## config.mk

```make
export PLATFORM = sky130hd
export DESIGN_NAME = l2_sqrt_stage
export DESIGN_NICKNAME = d
export VERILOG_FILES = /design/src/rtl/l2_pkg.sv /design/src/rtl/l2_sync_fifo.sv /design/src/rtl/l2_sqrt_stage.sv
export SDC_FILE = /design/constraint.sdc
export NUM_CORES = 1
export LEC_CHECK = 0
export ABC_CLOCK_PERIOD_IN_PS = 2400
export CAP_MARGIN = 20
export CORE_ASPECT_RATIO = 2
export CORE_MARGIN = 2
export CORE_UTILIZATION = 55
export CTS_BUF_LIST = sky130_fd_sc_hd__clkbuf_2 sky130_fd_sc_hd__clkbuf_4 sky130_fd_sc_hd__clkbuf_8
export CTS_CLUSTER_SIZE = 30
export DETAILED_ROUTE_END_ITERATION = 10
export PLACE_DENSITY = 0.82
export SLEW_MARGIN = 10
export SYNTH_ARGS = -nofsm -noshare
export SYNTH_HDL_FRONTEND = slang
export SYNTH_SLANG_ARGS = --single-unit
```

## constraint.sdc

```tcl
create_clock -name clk -period 2.4 [get_ports clk]
set_clock_uncertainty 0.05 [all_clocks]
set_input_delay 0.48 -clock clk [delete_from_list [all_inputs] [get_ports clk]]
set_output_delay 0.48 -clock clk [all_outputs]
set_load 0.02 [all_outputs]
```

## src/rtl/l2_pkg.sv

```systemverilog
// Shared constants and types for the L2-norm square-root stage.
package l2_pkg;

  localparam int L2_IN_W  = 20;
  localparam int L2_OUT_W = L2_IN_W / 2;

  typedef enum logic [1:0] {
    IDLE = 2'd0,
    CALC = 2'd1,
    DONE = 2'd2
  } l2_state_t;

  typedef struct packed {
    logic               ovf;
    logic [L2_IN_W-1:0] sum;
  } l2_entry_t;

endpackage

```

## src/rtl/l2_sync_fifo.sv

```systemverilog
// Show-ahead synchronous FIFO; a push while full is taken only when a pop frees a slot on the same edge.
// Latency: one cycle from push to visible on rd_data; full/empty come straight from the occupancy register.
module l2_sync_fifo #(
  parameter int WIDTH = 21,
  parameter int DEPTH = 4
) (
  input  logic             clk,
  input  logic             reset,
  input  logic             push,
  input  logic             pop,
  input  logic [WIDTH-1:0] wr_data,
  output logic [WIDTH-1:0] rd_data,
  output logic             full,
  output logic             empty
);

  localparam int AW = $clog2(DEPTH);

  logic [WIDTH-1:0] mem [DEPTH];
  logic [AW-1:0]    wr_ptr;
  logic [AW-1:0]    rd_ptr;
  logic [AW:0]      count;
  logic             do_push;
  logic             do_pop;

  assign full    = (count == (AW+1)'(DEPTH));
  assign empty   = (count == '0);
  assign do_pop  = pop && !empty;
  assign do_push = push && (!full || do_pop);
  assign rd_data = mem[rd_ptr];

  always_ff @(posedge clk or posedge reset) begin
    if (reset) begin
      wr_ptr <= '0;
      rd_ptr <= '0;
      count  <= '0;
    end else begin
      if (do_push) wr_ptr <= wr_ptr + 1'b1;
      if (do_pop)  rd_ptr <= rd_ptr + 1'b1;
      case ({do_push, do_pop})
        2'b10:   count <= count + 1'b1;
        2'b01:   count <= count - 1'b1;
        default: count <= count;
      endcase
    end
  end

  // Storage needs no reset: occupancy alone decides what is valid.
  always_ff @(posedge clk) begin
    if (do_push) mem[wr_ptr] <= wr_data;
  end

endmodule

```

## src/rtl/l2_sqrt_stage.sv

```systemverilog
// Floor square root with remainder of buffered sums, restoring algorithm at one root bit per cycle.
// Latency 11 cycles, one result per 11 cycles; no backpressure upstream, overflowing inputs set sticky drop.
module l2_sqrt_stage
  import l2_pkg::*;
#(
  parameter int IN_W       = L2_IN_W,
  parameter int FIFO_DEPTH = 4
) (
  input  logic              clk,
  input  logic              reset,
  input  logic [IN_W-1:0]   f_in,
  input  logic              ovf_in,
  input  logic              valid_in,
  output logic              in_ready,
  output logic [IN_W/2-1:0] root,
  output logic [IN_W/2:0]   rem,
  output logic              valid_out,
  output logic              ovf_out,
  output logic              drop
);

  localparam int OUT_W = IN_W / 2;
  localparam int CNT_W = $clog2(OUT_W);
  localparam logic [CNT_W-1:0] CNT_LAST = CNT_W'(OUT_W - 1);

  l2_state_t        state, state_nx;
  l2_entry_t        wr_entry, rd_entry;
  logic             full, empty, pop, push, last;
  logic [IN_W-1:0]  rad_q;
  logic [OUT_W-1:0] root_q, root_nx;
  logic [OUT_W:0]   rem_q, rem_nx;
  logic [OUT_W+2:0] rem_sh, sub, trial;
  logic [CNT_W-1:0] cnt;
  logic             ovf_q;

  assign wr_entry = '{ovf: ovf_in, sum: f_in};
  assign push     = valid_in && (!full || pop);
  assign in_ready = !full;
  assign last     = (state == CALC) && (cnt == CNT_LAST);

  l2_sync_fifo #(.WIDTH($bits(l2_entry_t)), .DEPTH(FIFO_DEPTH)) u_fifo (
    .clk     (clk),
    .reset   (reset),
    .push    (push),
    .pop     (pop),
    .wr_data (wr_entry),
    .rd_data (rd_entry),
    .full    (full),
    .empty   (empty)
  );

  // Trial subtraction; the top bit of trial is its sign.
  assign rem_sh  = {rem_q, rad_q[IN_W-1 -: 2]};
  assign sub     = {1'b0, root_q, 2'b01};
  assign trial   = rem_sh - sub;
  assign root_nx = {root_q[OUT_W-2:0], ~trial[OUT_W+2]};
  assign rem_nx  = trial[OUT_W+2] ? rem_sh[OUT_W:0] : trial[OUT_W:0];

  always_ff @(posedge clk or posedge reset) begin
    if (reset) state <= IDLE;
    else       state <= state_nx;
  end

  always_comb begin
    state_nx = state;
    pop      = 1'b0;
    case (state)
      IDLE: if (!empty) begin
        pop      = 1'b1;
        state_nx = CALC;
      end
      CALC: if (cnt == CNT_LAST) state_nx = DONE;
      DONE: begin
        pop      = !empty;
        state_nx = empty ? IDLE : CALC;
      end
      default: state_nx = IDLE;
    endcase
  end

  always_ff @(posedge clk or posedge reset) begin
    if (reset) begin
      rad_q     <= '0;
      root_q    <= '0;
      rem_q     <= '0;
      cnt       <= '0;
      ovf_q     <= 1'b0;
      root      <= '0;
      rem       <= '0;
      ovf_out   <= 1'b0;
      valid_out <= 1'b0;
      drop      <= 1'b0;
    end else begin
      valid_out <= last;
      if (valid_in && full && !pop) drop <= 1'b1;
      if (pop) begin
        rad_q  <= rd_entry.sum;
        ovf_q  <= rd_entry.ovf;
        root_q <= '0;
        rem_q  <= '0;
        cnt    <= '0;
      end else if (state == CALC) begin
        rad_q  <= rad_q << 2;
        root_q <= root_nx;
        rem_q  <= rem_nx;
        cnt    <= cnt + 1'b1;
      end
      if (last) begin
        root    <= ovf_q ? '1 : root_nx;
        rem     <= ovf_q ? '0 : rem_nx;
        ovf_out <= ovf_q;
      end
    end
  end

endmodule
```

Word-level counts from Yosys, hierarchy flattened
Memories as Yosys holds them, arrays and structs flattened.
Cells that the tools add are included.
W data, S select, Z words.
{ "word_totals": {"reg_bits": 79, "ram_bits": 84, "input_bits": 24, "elab_cells": 66, "memories": 1} }
{ "memory_table": {"columns": ["name", "words", "word_bits", "read_ports", "rd_clocked_by_memory_dff", "wr", "line", "text"], "rows": [
  ["u_fifo.mem", 4, 21, 1, 0, 1, "l2_sync_fifo.sv:19", "logic [WIDTH-1:0] mem [DEPTH];"]
]} }
{ "op_classes": {"n_addsub": 6, "eq_ne": 8, "mux": 20, "bitwise": 1, "reduce_logical": 16} }
{ "op_table": {"columns": ["operator", "count"], "rows": [
  ["$mux W11", 4],
  ["$mux W20", 2],
  ["$mux W10", 3],
  ["$sub A13 B12 Y13", 1],
  ["$mux W4", 2],
  ["$logic_and A1 B1 Y1", 6],
  ["$pmux W2 S3", 1],
  ["$pmux W3 S2", 1],
  ["$add A2 B1 Y2 const B", 2],
  ["$add A4 B1 Y4 const B", 1],
  ["$eq A2 B1 Y1 const B", 2],
  ["$eq A2 B2 Y1 const B", 2],
  ["$eq A4 B4 Y1 const B", 1],
  ["$mux W1", 4],
  ["$mux W2", 2],
  ["$ne A2 B2 Y1 const B", 2],
  ["$reduce_bool A2 Y1", 2],
  ["$add A3 B1 Y3 const B", 1],
  ["$eq A3 B3 Y1 const B", 1],
  ["$logic_not A1 Y1", 3],
  ["$logic_not A3 Y1", 1],
  ["$sub A3 B1 Y3 const B", 1],
  ["$logic_not A2 Y1", 1],
  ["$logic_or A1 B1 Y1", 2],
  ["3 further kinds", 3]
]} }

Longest topological paths before layout
Gate-level depths: netlist of run 1.
{ "depth": {"word_depth": 8, "ltp_mapped": 11, "depth_no_buf": 10} }

Modules after synthesis
A second synthesis of run 1 with hierarchy kept.
{ "hier_totals": {"hier_cells": 584, "area_unflattened_um2": 7224.4} }
{ "by_module_without_submodules": {"columns": ["mod", "instances", "cells_per_inst", "area_per_inst_um2", "seq_area_each_um2"], "rows": [
  ["l2_sqrt_stage", 1, 435, 3764.9, 1801.7],
  ["l2_sync_fifo", 1, 149, 3459.6, 2697.6]
]} }

Worst setup path before layout of run 1
Ideal clock, no wire load.
{ "synth_timing": {"path_kind": "register to register", "from": "reg u_fifo.count[2]", "to": "reg u_fifo.count[2]", "setup_time_ps": 79, "t_arrival_ps": 2260, "path_slack_ps": 11, "path_stages_with_launch": 12, "n_path_buf": 2, "synth_period_minus_slack_ps": 2389, "cell_sequence": "dfrtp_1 -> nor3_1 -> or2_2 -> buf_2 -> clkinv_1 -> clkbuf_1 -> ha_1 -> inv_1 -> fa_1 -> xor2_1 -> nor2_1 -> xor2_1"} }
{ "synth_between": {"elab_chain_len": 8, "elab_cells_between_ends": 17, "classes_between": "add/sub (2); eq/ne (3); mux (3); reduce/logical (9)"} }
{ "synth_rtl": {"columns": ["item", "line", "text"], "rows": [
  ["start: declaration", "l2_sync_fifo.sv:22", "logic [AW:0] count;"],
  ["start signal: assignment", "l2_sync_fifo.sv:41", "2'b10: count <= count + 1'b1;"],
  ["start signal: assignment", "l2_sync_fifo.sv:42", "2'b01: count <= count - 1'b1;"],
  ["start signal: assignment", "l2_sync_fifo.sv:43", "default: count <= count;"],
  ["$logic_not A3 Y1 (*)", "l2_sync_fifo.sv:27", "assign empty = (count == '0);"],
  ["$mux W1 or $logic_not A1 Y1 (tied branches)", "l2_sqrt_stage.sv:68, l2_sync_fifo.sv:28, l2_sqrt_stage.sv:74", null],
  ["$pmux W1 S2", "l2_sqrt_stage.sv:67", "case (state)"],
  ["$logic_and A1 B1 Y1 (*)", "l2_sync_fifo.sv:28", "assign do_pop = pop && !empty;"],
  ["named net u_fifo.do_pop", "l2_sync_fifo.sv:24", "logic do_pop;"],
  ["$logic_or A1 B1 Y1", "l2_sync_fifo.sv:29", "assign do_push = push && (!full || do_pop);"],
  ["$logic_and A1 B1 Y1", "l2_sync_fifo.sv:29", null],
  ["$eq A2 B1 Y1 or $eq A2 B2 Y1 (tied branches)", "l2_sync_fifo.sv:40", "case ({do_push, do_pop})"],
  ["$pmux W3 S2 or $reduce_bool A2 Y1 (tied branches)", null, null]
]} }
Mark *: on every way through the listed nets, which the timed path passes. The rest lies on a longest branch.
A chain may end at the register's enable or synchronous reset.

Worst setup path after layout of run 1
{ "layout_timing": {"from": "reg rem_q[4]", "to": "reg rem[9]"} }
{ "layout_between": {"elab_chain_len": 3} }
{ "layout_rtl": {"columns": ["item", "line", "text"], "rows": [
  ["start: declaration", "l2_sqrt_stage.sv:31", "logic [OUT_W:0] rem_q, rem_nx;"],
  ["start signal: assignment", "l2_sqrt_stage.sv:105", "rem_q <= rem_nx;"],
  ["$sub A13 B12 Y13", "l2_sqrt_stage.sv:55", "assign trial = rem_sh - sub;"],
  ["$mux W11", "l2_sqrt_stage.sv:57", "assign rem_nx = trial[OUT_W+2] ? rem_sh[OUT_W:0] : trial[OUT_W:0];"],
  ["$mux W11", "l2_sqrt_stage.sv:110", "rem <= ovf_q ? '0 : rem_nx;"],
  ["end signal: assignment", "l2_sqrt_stage.sv:110", null],
  ["end: declaration", "l2_sqrt_stage.sv:16", "output logic [IN_W/2:0] rem,"]
]} }
Every way passes these cells.

==> reports/summary.txt, run 1 <==
Dpl hpwl - 11.8 mm
Total gr overflow - 0
Number of stages on the worst setup path - 9
Final Cycle Share - 1.01
Sequential share of the synthesized area - 0.616
Post-synth EDFFs - 84
Ys flop type - edfxtp_1
Hold WS - 0.335 ns
Worst Tran Pin Value - 0.832 ns
Ports - 49
Wire length per cell - 20.8 um
Area grow syn2layout - 22.3%
Crit path required time - 2.69 ns
Die W - 85.5 um
Crit path buf inv count - 2
Final core occ - 0.687
Capture point of the worst reg-to-reg path - rem[9]
Clk_lat worst skew - 0.45 ns
# rows - 59
RSZ-0062 raised after global routing - true
Synth unique cells - 62
Gpl congestion - 0.915
Failing checks - setup timing
Critical path launch point type - flip-flop
Syn. warnings - 0
Hold WC Path Type - input pin to asynchronous set/reset pin
# hold bufs at CTS - 0
Crit-path slowest cell - dfrtp_1
Status - finished, violations left
# diodes - 0
Largest net degree at the start of global routing - 38
Die Height - 167 um
Crit path DAT - 2.72 ns
Max-slew violations - 0
CORE AREA - 13000 um^2
Crit end category - flip-flop
Max Cap Violations - 0
Fmax - 413 MHz
Longest Clk Path Bufs - 2
Syn nets - 605
Total GRT Usage - 0.251
P_leak - 3.62 nW
Worst Reg-to-Reg Cells - 9
First-pass GRT wire length - 27.3 mm
Max H-tree Level - 4
Pwr per Cell Area - 1630 nW/um^2
Design Power - 0.0145 W
Clock Sinks - 163
CTS root buf - clkbuf_8
Synthesized flop and latch total - 163
Post-Synthesis Cells - 562
Antenna violations before repair - 0
Pre-antenna DRT Iters - 5
Reg2Reg Launch Point - rem_q[4]
Via count - 5121
Vias per cell - 6.18
Antenna-violating nets left - 0
Post-place instance area - 8310 um^2
Finished Cell Area - 8920 um^2
Final WL - 17.2 mm
Final Hold Fails - 0
End of the critical path - rem[9]
Final setup viols - 3
CTS buffer count - 17
Most frequent cells in the layout - 84 x edfxtp_1, 80 x nand2_1, 79 x dfrtp_1
Critical Path, Cell by Cell - ha_4 -> nand2_1 -> a21boi_4 -> o21ai_4 -> buf_4 -> o31ai_4 -> nor2_4 -> buf_2 -> a221o_1
Area of the die - 14300 um^2
Delay-heaviest family, CP - compound AO/OA/AOI/OAI gates
Nets - 707
Synthesized area - 7300 um^2
Share of synthesized registers carrying an async set or reset - 0.485
CTS tree - built
Starting Density - 0.562
Worst vdd ir - 1330 uV
Commonest non-fill, non-tap cell in the layout - edfxtp_1
Start point of the critical path - rem_q[4]
Worst-path clk slew - 0.10 ns
CP Class - flip-flop to flip-flop
Rel. slew slack - 0.445
Layout cells sized above 1 - 0.239
Final Critical Period - 2.42 ns
Vias in the first global route - 5429
Max FO, Critical Path - 5
Port Buf Inserts - 48
Initial DRC count - 405
Synth Area per Inst - 13.0 um^2
DRC - 0
Crit-path max cell delay - 0.47 ns
FF-to-FF setup slack - -0.02 ns
Setup ws final - -0.0222 ns
==> kinds of logic (layout without fill, tap and decap cells) <==
logic type,count (synthesis),in the layout,share of synthesized area
adder cells (fa/ha/maj),19,19,0.0336
XOR/XNOR,14,14,0.0168
AND/OR/NAND/NOR,173,173,0.115
flip-flops,163,163,0.616
buffers and inverters,61,176,0.0362
multiplexers,22,22,0.0662
AO/OA/AOI/OAI,110,110,0.116
==> layer usage <==
layer,GRT usage,wire [um],vias to the layer above
li1,-,-,2301
met1,0.265,5950,2597
met2,0.467,9840,169
met3,0.0332,556,54
met4,0.138,896,0
met5,0,0,-
==> worst min path at each step <==
| stage | from | end | slack, ns | cells past startpoint |
|---|---|---|---|---|
| 2_1_floorplan | rad_q[0] | rad_q[2] | 0.39 | 2 |
| 3_3_place_gp | rad_q[14] | rad_q[16] | 0.40 | 2 |
| 3_5_place_dp | rad_q[14] | rad_q[16] | 0.41 | 2 |
| 4_1_cts | reset | root_q[1] | 0.33 | 2 |
| 5_1_grt | reset | drop | 0.36 | 2 |
| 6_report | reset | drop | 0.34 | 2 |
==> cell usage after synthesis, types with 5 or more instances <==
| cell type | n | area share |
|---|---|---|
| nand2b_1 | 5 | 0.0043 |
| a21oi_1 | 6 | 0.0041 |
| buf_1 | 5 | 0.0026 |
| nand4_1 | 6 | 0.0051 |
| mux4_2 | 21 | 0.065 |
| nand3_1 | 27 | 0.019 |
| edfxtp_1 | 84 | 0.35 |
| nand2_1 | 80 | 0.041 |
| nor3b_1 | 10 | 0.010 |
| a22oi_1 | 18 | 0.019 |
| nor2_1 | 12 | 0.0062 |
| a221o_1 | 5 | 0.0069 |
| o21ai_0 | 30 | 0.021 |
| and3_1 | 12 | 0.010 |
| clkbuf_1 | 20 | 0.010 |
| ha_1 | 18 | 0.031 |
| a311o_1 | 7 | 0.0096 |
| xor2_1 | 8 | 0.0096 |
| dfrtp_1 | 79 | 0.27 |
| nor3_1 | 7 | 0.0048 |
| xnor2_1 | 6 | 0.0072 |
| inv_1 | 25 | 0.013 |
| a211oi_1 | 12 | 0.012 |
==> final cells by class <==
class | count | area, um^2
timing repair buffer | 118 | 1050
clock inverter | 15 | 163
clock buffer | 17 | 234
multi-input combinational | 338 | 2690
fill | 921 | 4070
sequential | 163 | 4500
inverter | 26 | 101
tap | 152 | 190
==> per-stage QoR <==
step,setup TNS (ns),cells,worst slack (ns)
3_3_place_gp,-0.209,790,-0.118
3_5_place_dp,-0.745,790,-0.159
2_1_floorplan,0,562,0.0109
5_1_grt,-0.337,829,-0.0686
6_report,-0.0551,829,-0.0222
4_1_cts,0,826,0.00590
==> flip-flops by register name (all words and copies together), names as in the netlist <==
signal and count:
rad_q 20, root 10, u_fifo.count 3, rem 11
rem_q 11, state 2, root_q 10, drop 1
u_fifo.mem 84, u_fifo.rd_ptr 2, u_fifo.wr_ptr 2, cnt 4
valid_out 1, ovf_out 1, ovf_q 1
==> repair_timing <==
action / 4_1_cts / 5_1_grt
pin swaps: 3 / 14
buffers inserted: 4 / 2
gates resized for setup: 9 / 22
setup endpoints to repair: 20 / 20
gates cloned: 0 / 1
endpoints found under the hold margin: 0 / 0
==> power breakdown <==
group | internal [W] | switching [W] | leakage, nW
registers | 0.00390 | 0.000545 | 1.76
clock network | 0.000788 | 0.00118 | 0.203
logic | 0.00374 | 0.00437 | 1.66
No activity file was read; power rests on OpenSTA's default activity.
==> run 2: changes to the inputs <==
Settings changed: ABC_CLOCK_PERIOD_IN_PS 2400 to not set.
==> results of run 2 <==
No change in the layout: final DEF, timing and power equal those of run 1.
